<file path="src/rtl/branch_predict_unit_pkg.sv">
// Shared sizing defaults and 2-bit direction counter encodings for the branch predictor.
package branch_predict_unit_pkg;
   localparam int BPU_ENTRIES_DEF = 16;
   localparam int BPU_IDX_W_DEF   = 4;
   localparam int BPU_CNT_W_DEF   = 32;

   typedef logic [1:0] ctr_t;

   localparam ctr_t CTR_SNT = 2'b00;
   localparam ctr_t CTR_WNT = 2'b01;
   localparam ctr_t CTR_WT  = 2'b10;
   localparam ctr_t CTR_ST  = 2'b11;
endpackage

</file>
<file path="src/rtl/branch_predict_unit_sat_cnt2.sv">
// 2-bit saturating direction counter next-state, purely combinational.
module sat_cnt2
   import branch_predict_unit_pkg::*;
(
   input  ctr_t ctr_i,
   input  logic inc_i,
   output ctr_t ctr_o
);
   always_comb begin
      ctr_o = ctr_i;
      if (inc_i) begin
         if (ctr_i != CTR_ST) ctr_o = ctr_i + 2'b01;
      end else begin
         if (ctr_i != CTR_SNT) ctr_o = ctr_i - 2'b01;
      end
   end
endmodule

</file>
<file path="src/rtl/branch_predict_unit.sv">
// Direct-mapped BTB with 2-bit direction counters; zero-latency lookup from registered state,
// trained at the clock edge by execute-stage outcomes; saturating perf counters.
module branch_predict_unit
   import branch_predict_unit_pkg::*;
#(
   parameter int BTB_ENTRIES = BPU_ENTRIES_DEF,
   parameter int IDX_W       = BPU_IDX_W_DEF,
   parameter int TAG_W       = 32 - IDX_W - 2,
   parameter int CNT_W       = BPU_CNT_W_DEF
) (
   input  logic             clk,
   input  logic             rst_n,
   input  logic [31:0]      fetch_pc_i,
   output logic             btb_hit_o,
   output logic             predict_taken_o,
   output logic [31:0]      btb_pre_pc_o,
   input  logic             ex_valid_i,
   input  logic             ex_is_branch_i,
   input  logic             ex_is_jump_i,
   input  logic [31:0]      ex_pc_i,
   input  logic [31:0]      ex_target_i,
   input  logic             ex_taken_i,
   input  logic             ex_redirect_i,
   output logic [CNT_W-1:0] branch_cnt_o,
   output logic [CNT_W-1:0] redirect_cnt_o
);
   logic             valid_q  [BTB_ENTRIES];
   logic [TAG_W-1:0] tag_q    [BTB_ENTRIES];
   logic [31:0]      target_q [BTB_ENTRIES];
   ctr_t             ctr_q    [BTB_ENTRIES];

   logic [CNT_W-1:0] branch_cnt_q, branch_cnt_d;
   logic [CNT_W-1:0] redirect_cnt_q, redirect_cnt_d;

   logic [IDX_W-1:0] f_idx, e_idx;
   logic [TAG_W-1:0] f_tag, e_tag;
   logic             upd, ex_taken_eff, ex_hit, wr_en;
   ctr_t             sat_ctr, wr_ctr;
   logic [31:0]      wr_tgt;
   logic             unused_pc_lsbs;

   assign unused_pc_lsbs = ^{fetch_pc_i[1:0], ex_pc_i[1:0]};

   assign f_idx = fetch_pc_i[IDX_W+1:2];
   assign f_tag = fetch_pc_i[31:IDX_W+2];
   assign e_idx = ex_pc_i[IDX_W+1:2];
   assign e_tag = ex_pc_i[31:IDX_W+2];

   // No bypass from the update path: a same-index lookup sees pre-update contents.
   assign btb_hit_o       = valid_q[f_idx] && (tag_q[f_idx] == f_tag);
   assign predict_taken_o = btb_hit_o && ctr_q[f_idx][1];
   assign btb_pre_pc_o    = target_q[f_idx];

   assign upd          = ex_valid_i && (ex_is_branch_i || ex_is_jump_i);
   assign ex_taken_eff = ex_is_jump_i || ex_taken_i;
   assign ex_hit       = valid_q[e_idx] && (tag_q[e_idx] == e_tag);

   sat_cnt2 u_sat_cnt2 (
      .ctr_i (ctr_q[e_idx]),
      .inc_i (ex_taken_i),
      .ctr_o (sat_ctr)
   );

   always_comb begin
      wr_en  = 1'b0;
      wr_ctr = ctr_q[e_idx];
      wr_tgt = target_q[e_idx];
      if (upd) begin
         if (!ex_hit) begin
            // Never allocate on a not-taken branch; a taken miss replaces the whole entry.
            wr_en  = ex_taken_eff;
            wr_ctr = ex_is_jump_i ? CTR_ST : CTR_WT;
            wr_tgt = ex_target_i;
         end else if (ex_is_jump_i) begin
            wr_en  = 1'b1;
            wr_ctr = CTR_ST;
            wr_tgt = ex_target_i;
         end else begin
            wr_en  = 1'b1;
            wr_ctr = sat_ctr;
            if (ex_taken_i) wr_tgt = ex_target_i;
         end
      end
   end

   always_comb begin
      branch_cnt_d   = branch_cnt_q;
      redirect_cnt_d = redirect_cnt_q;
      if (upd && (branch_cnt_q != '1))            branch_cnt_d   = branch_cnt_q + 1'b1;
      if (ex_redirect_i && (redirect_cnt_q != '1)) redirect_cnt_d = redirect_cnt_q + 1'b1;
   end

   always_ff @(posedge clk or negedge rst_n) begin
      if (!rst_n) begin
         for (int i = 0; i < BTB_ENTRIES; i++) begin
            valid_q[i]  <= 1'b0;
            tag_q[i]    <= '0;
            target_q[i] <= '0;
            ctr_q[i]    <= CTR_WNT;
         end
         branch_cnt_q   <= '0;
         redirect_cnt_q <= '0;
      end else begin
         if (wr_en) begin
            valid_q[e_idx]  <= 1'b1;
            tag_q[e_idx]    <= e_tag;
            target_q[e_idx] <= wr_tgt;
            ctr_q[e_idx]    <= wr_ctr;
         end
         branch_cnt_q   <= branch_cnt_d;
         redirect_cnt_q <= redirect_cnt_d;
      end
   end

   assign branch_cnt_o   = branch_cnt_q;
   assign redirect_cnt_o = redirect_cnt_q;
endmodule

</file>
<file path="config.mk">
export PLATFORM = sky130hd
export DESIGN_NAME = branch_predict_unit
export DESIGN_NICKNAME = d
export VERILOG_FILES = /design/src/rtl/branch_predict_unit_pkg.sv /design/src/rtl/branch_predict_unit_sat_cnt2.sv /design/src/rtl/branch_predict_unit.sv
export SDC_FILE = /design/constraint.sdc
export NUM_CORES = 2
export LEC_CHECK = 0
export ABC_CLOCK_PERIOD_IN_PS = 5900
export CAP_MARGIN = 20
export CORE_MARGIN = 1.5
export CORE_UTILIZATION = 55
export CTS_BUF_LIST = sky130_fd_sc_hd__clkbuf_8
export CTS_CLUSTER_SIZE = 16
export DETAILED_ROUTE_END_ITERATION = 16
export MAX_ROUTING_LAYER = met4
export PLACE_DENSITY = 0.73
export SYNTH_ARGS = -nofsm -noshare
export SYNTH_HDL_FRONTEND = slang
export SYNTH_SLANG_ARGS = --single-unit
</file>
<file path="constraint.sdc">
create_clock -name clk -period 5.9 [get_ports clk]
set_input_delay 0.885 -clock clk [delete_from_list [all_inputs] [get_ports clk]]
set_output_delay 0.885 -clock clk [all_outputs]
set_load 0.05 [all_outputs]
</file>
==> key figures <==
Clock network
  – Max clock buf depth: 3
  – TritonCTS Buffers: 181
  – Clk slew on worst S/H paths: 0.05 ns
  – H-tree depth: 4
  – # clock sinks: 1040
  – Setup bufs post-CTS: 0
  – Hold Buf Count CTS: 0
  – CTS root buf: clkbuf_8
  – Cts repair resizes: 0
  – Clk_lat worst skew: 0.86 ns
  – CTS tree: built

STA
  – Setup TNS: 0 ns
  – Final WS setup: 0.439 ns
  – Max Fclk: 183 MHz
  – Clock skew: 0.0438 ns
  – RSZ-0062 raised after global routing: no
  – Final Cycle Share: 0.926
  – Hold Worst Slack: 0.143 ns
  – Tmin final: 5.46 ns
  – Least-Margin Pin Slew: 1.02 ns
  – Final setup fails: 0
  – Max-slew headroom: 0.318
  – Pins Over Slew Limit: 0
  – Hold Vio Cnt, Final: 0

Synth
  – Synth Register Bits: 1040
  – Cell Area, Synth: 55600 sq um
  – Async SR Flop Fraction: 1.00
  – Cell count after synthesis: 3541
  – Warnings from Yosys: 0
  – Post-synth top flop: dfrtp_1
  – Cell variety after synth: 65
  – Synthesized area per cell: 15.7 sq um
  – Seq/Total Area, Yosys: 0.468
  – Synthesized net count: 3646
  – Number of synthesized flops with an enable pin: 0

Final layout
  – Nets: 3828
  – Filler cells: 7148
  – Fraction of layout cells with a size suffix above 1: 0.369
  – Area grow syn2layout: 13.4%
  – Final instance area: 63000 sq um

Global route
  – Pin count of the biggest net entering global routing: 163
  – Global-route wire length before repair: 236000 um
  – Final global-route overflow total: 0
  – Total Routing Usage GR: 0.314
  – Initial antenna violation count: 9
  – Vias in the first global route: 37797

Flow run
  – Total of max-cap violations: 0

Floorplan
  – Full die area: 103000 sq um
  – Row Count: 116
  – Initial Util: 0.555
  – Core Region: 100000 sq um
  – # IOs: 201
  – Die width: 321 um
  – Die height: 321 um

Worst setup path
  – Crit-path max FO: 32
  – CP required: 5.02 ns
  – Worst endpoint data arrival time: 4.58 ns
  – Critical path endpoint category: primary output
  – Slowest CP cell: or4_1
  – Worst-path cell chain: buf_8 > buf_12 > mux4_2 > nor2b_1 > a211oi_1 > a21oi_1 > xnor2_1 > nand4_1 > or4_1 > nor4_4 > and2_1 > buf_12
  – Worst stage delay on the critical path: 0.58 ns
  – CP dominant cell by count: buf_12
  – Worst Setup Path Type: input port to primary output
  – CP Launch Type: input port

Routing
  – Residual DRC count: 0
  – Vias per inst: 6.72
  – DRT antenna net count: 0
  – DRT Wirelength: 154000 um
  – Starting DRT DRC Count: 3051
  – Pre-antenna DRT Iters: 5
  – DR WL/cell: 29.7 um
  – Vias: 34814

Placement
  – Port Buffers: 196
  – Placer Congestion: 0.882
  – Post-detail-place hpwl: 93000 um
  – Placed Area: 59200 sq um
  – Pre-CTS setup slack: 0.466 ns

Pwr
  – VDD IR max: 0.341 mV
  – Power Dens Cells: 339 nW/um^2
  – Static Leak: 27.9 nW
  – Final total power: 21.4 mW

Hold path
  – Worst min path class: input port to asynchronous set/reset pin

Run status
  – Outcome: completed
cell type report:
class                   count  area [sq um]  share of cell area
multi-input cells        2150         27700               0.440
flip-flops and latches   1040         26000               0.413
repair buffers            334          3730              0.0592
clock buffers             234          3220              0.0511
well taps                1298          1620              0.0258
clock inverters           102           601             0.00953
inverters                  16          61.3            0.000973
diodes                      8          20.0            0.000318
synth_stat cells (4+ instances only):
cell type / count / area (sq um)
dfrtp_1: 1024 / 25600
mux2_1: 563 / 6340
mux4_2: 521 / 11700
mux2_2: 444 / 5000
buf_2: 122 / 611
mux2i_1: 114 / 1140
clkbuf_1: 101 / 379
xnor2_1: 79 / 692
nand2_1: 50 / 188
buf_4: 41 / 308
buf_1: 40 / 150
nor2_1: 38 / 143
a22oi_1: 36 / 270
nand3_1: 34 / 170
buf_6: 31 / 349
xor2_1: 26 / 228
a21oi_1: 20 / 100
nand4_1: 20 / 125
and3_1: 18 / 113
dfstp_2: 16 / 420
nand2b_1: 16 / 100
inv_1: 15 / 56.3
nor2b_1: 15 / 93.8
or2_2: 14 / 87.6
o22ai_1: 13 / 81.3
a211oi_1: 10 / 75.1
nor2_4: 10 / 113
o21ai_0: 10 / 50.1
and4_1: 9 / 78.8
and2_1: 8 / 50.1
a22o_1: 7 / 61.3
a31oi_1: 7 / 43.8
nor3_1: 7 / 35.0
nand4_4: 5 / 106
nor4_1: 5 / 31.3
a221oi_1: 4 / 35.0
a2bb2oi_1: 4 / 35.0
o2bb2ai_1: 4 / 35.0
per-layer routing:
layer,vias to the layer above,GRT usage,part of all wire
li1,14102,-,-
met1,18814,0.404,0.40
met2,1549,0.495,0.49
met3,349,0.0649,0.076
met4,0,0.114,0.031
met5,-,-,0
per-stage QoR:
stage               cells  utilization
floorplan            3541            -
global placement     4836        0.591
detailed placement   4836        0.591
CTS                  5172        0.629
global route         5182        0.629
finish               5182        0.629
path summary, 6_finish.rpt:
kind	from	to	slack [ns]	cells after the start
worst max-delay path	fetch_pc_i[2]	predict_taken_o	0.44	12
worst min-delay path	rst_n	redirect_cnt_o[23]	0.14	1
worst max register to register	tag_q[90]	target_q[250]	1.64	10
worst min register to register	branch_cnt_o[14]	branch_cnt_o[14]	0.49	1
max in group asynchronous	rst_n	target_q[348]	4.09	2
min in group clk	branch_cnt_o[14]	branch_cnt_o[14]	0.49	1
state kept, by name, summed over array words and instances (netlist names):
signal and flops:
branch_cnt_o 32, ctr_q 32, redirect_cnt_o 32, tag_q 416, target_q 512, valid_q 16
report_power, final:
group / switching (mW) / internal (mW) / total (mW)
clock network: 3.06 / 3.74 / 6.80
logic: 2.20 / 2.73 / 4.93
registers: 1.10 / 8.58 / 9.68
total: 6.35 / 15.0 / 21.4
cells in the final DEF, fill, tap and decap left out, types with 34 or more instances in the layout:
master | synthesis | routed
inv_1 | 15 | 84
dfrtp_1 | 1024 | 1024
nand2_1 | 50 | 50
mux2_1 | 563 | 563
clkdlybuf4s50_1 | 0 | 185
mux2i_1 | 114 | 114
nor2_1 | 38 | 37
clkbuf_8 | 0 | 234
mux4_2 | 521 | 521
a22oi_1 | 36 | 36
nand3_1 | 34 | 34
mux2_2 | 444 | 444
buf_12 | 0 | 58
buf_4 | 41 | 84
xnor2_1 | 79 | 79
logic make-up (layout without fill, tap and decap cells):
| family | Yosys count | after routing | share of synthesized area |
|---|---|---|---|
| XOR/XNOR | 105 | 105 | 0.0165 |
| multiplexers | 1642 | 1642 | 0.435 |
| AND/OR/NAND/NOR | 260 | 260 | 0.0276 |
| other | 0 | 8 | 0 |
| buffers and inverters | 351 | 686 | 0.0334 |
| adder cells (fa/ha/maj) | 3 | 3 | 0.000630 |
| AO/OA/AOI/OAI | 140 | 140 | 0.0180 |
| flip-flops | 1040 | 1040 | 0.468 |
worst max-delay path: cells and delay by family:
kind / cells / cell delay, ns
and+or+nand+nor: 5 / 1.72
buffers and inverters: 3 / 0.77
muxes: 1 / 0.53
AOI/OAI and AO/OA: 2 / 0.37
xor gates and xnor gates: 1 / 0.26
Note: power is estimated with default switching activity, not from simulation.
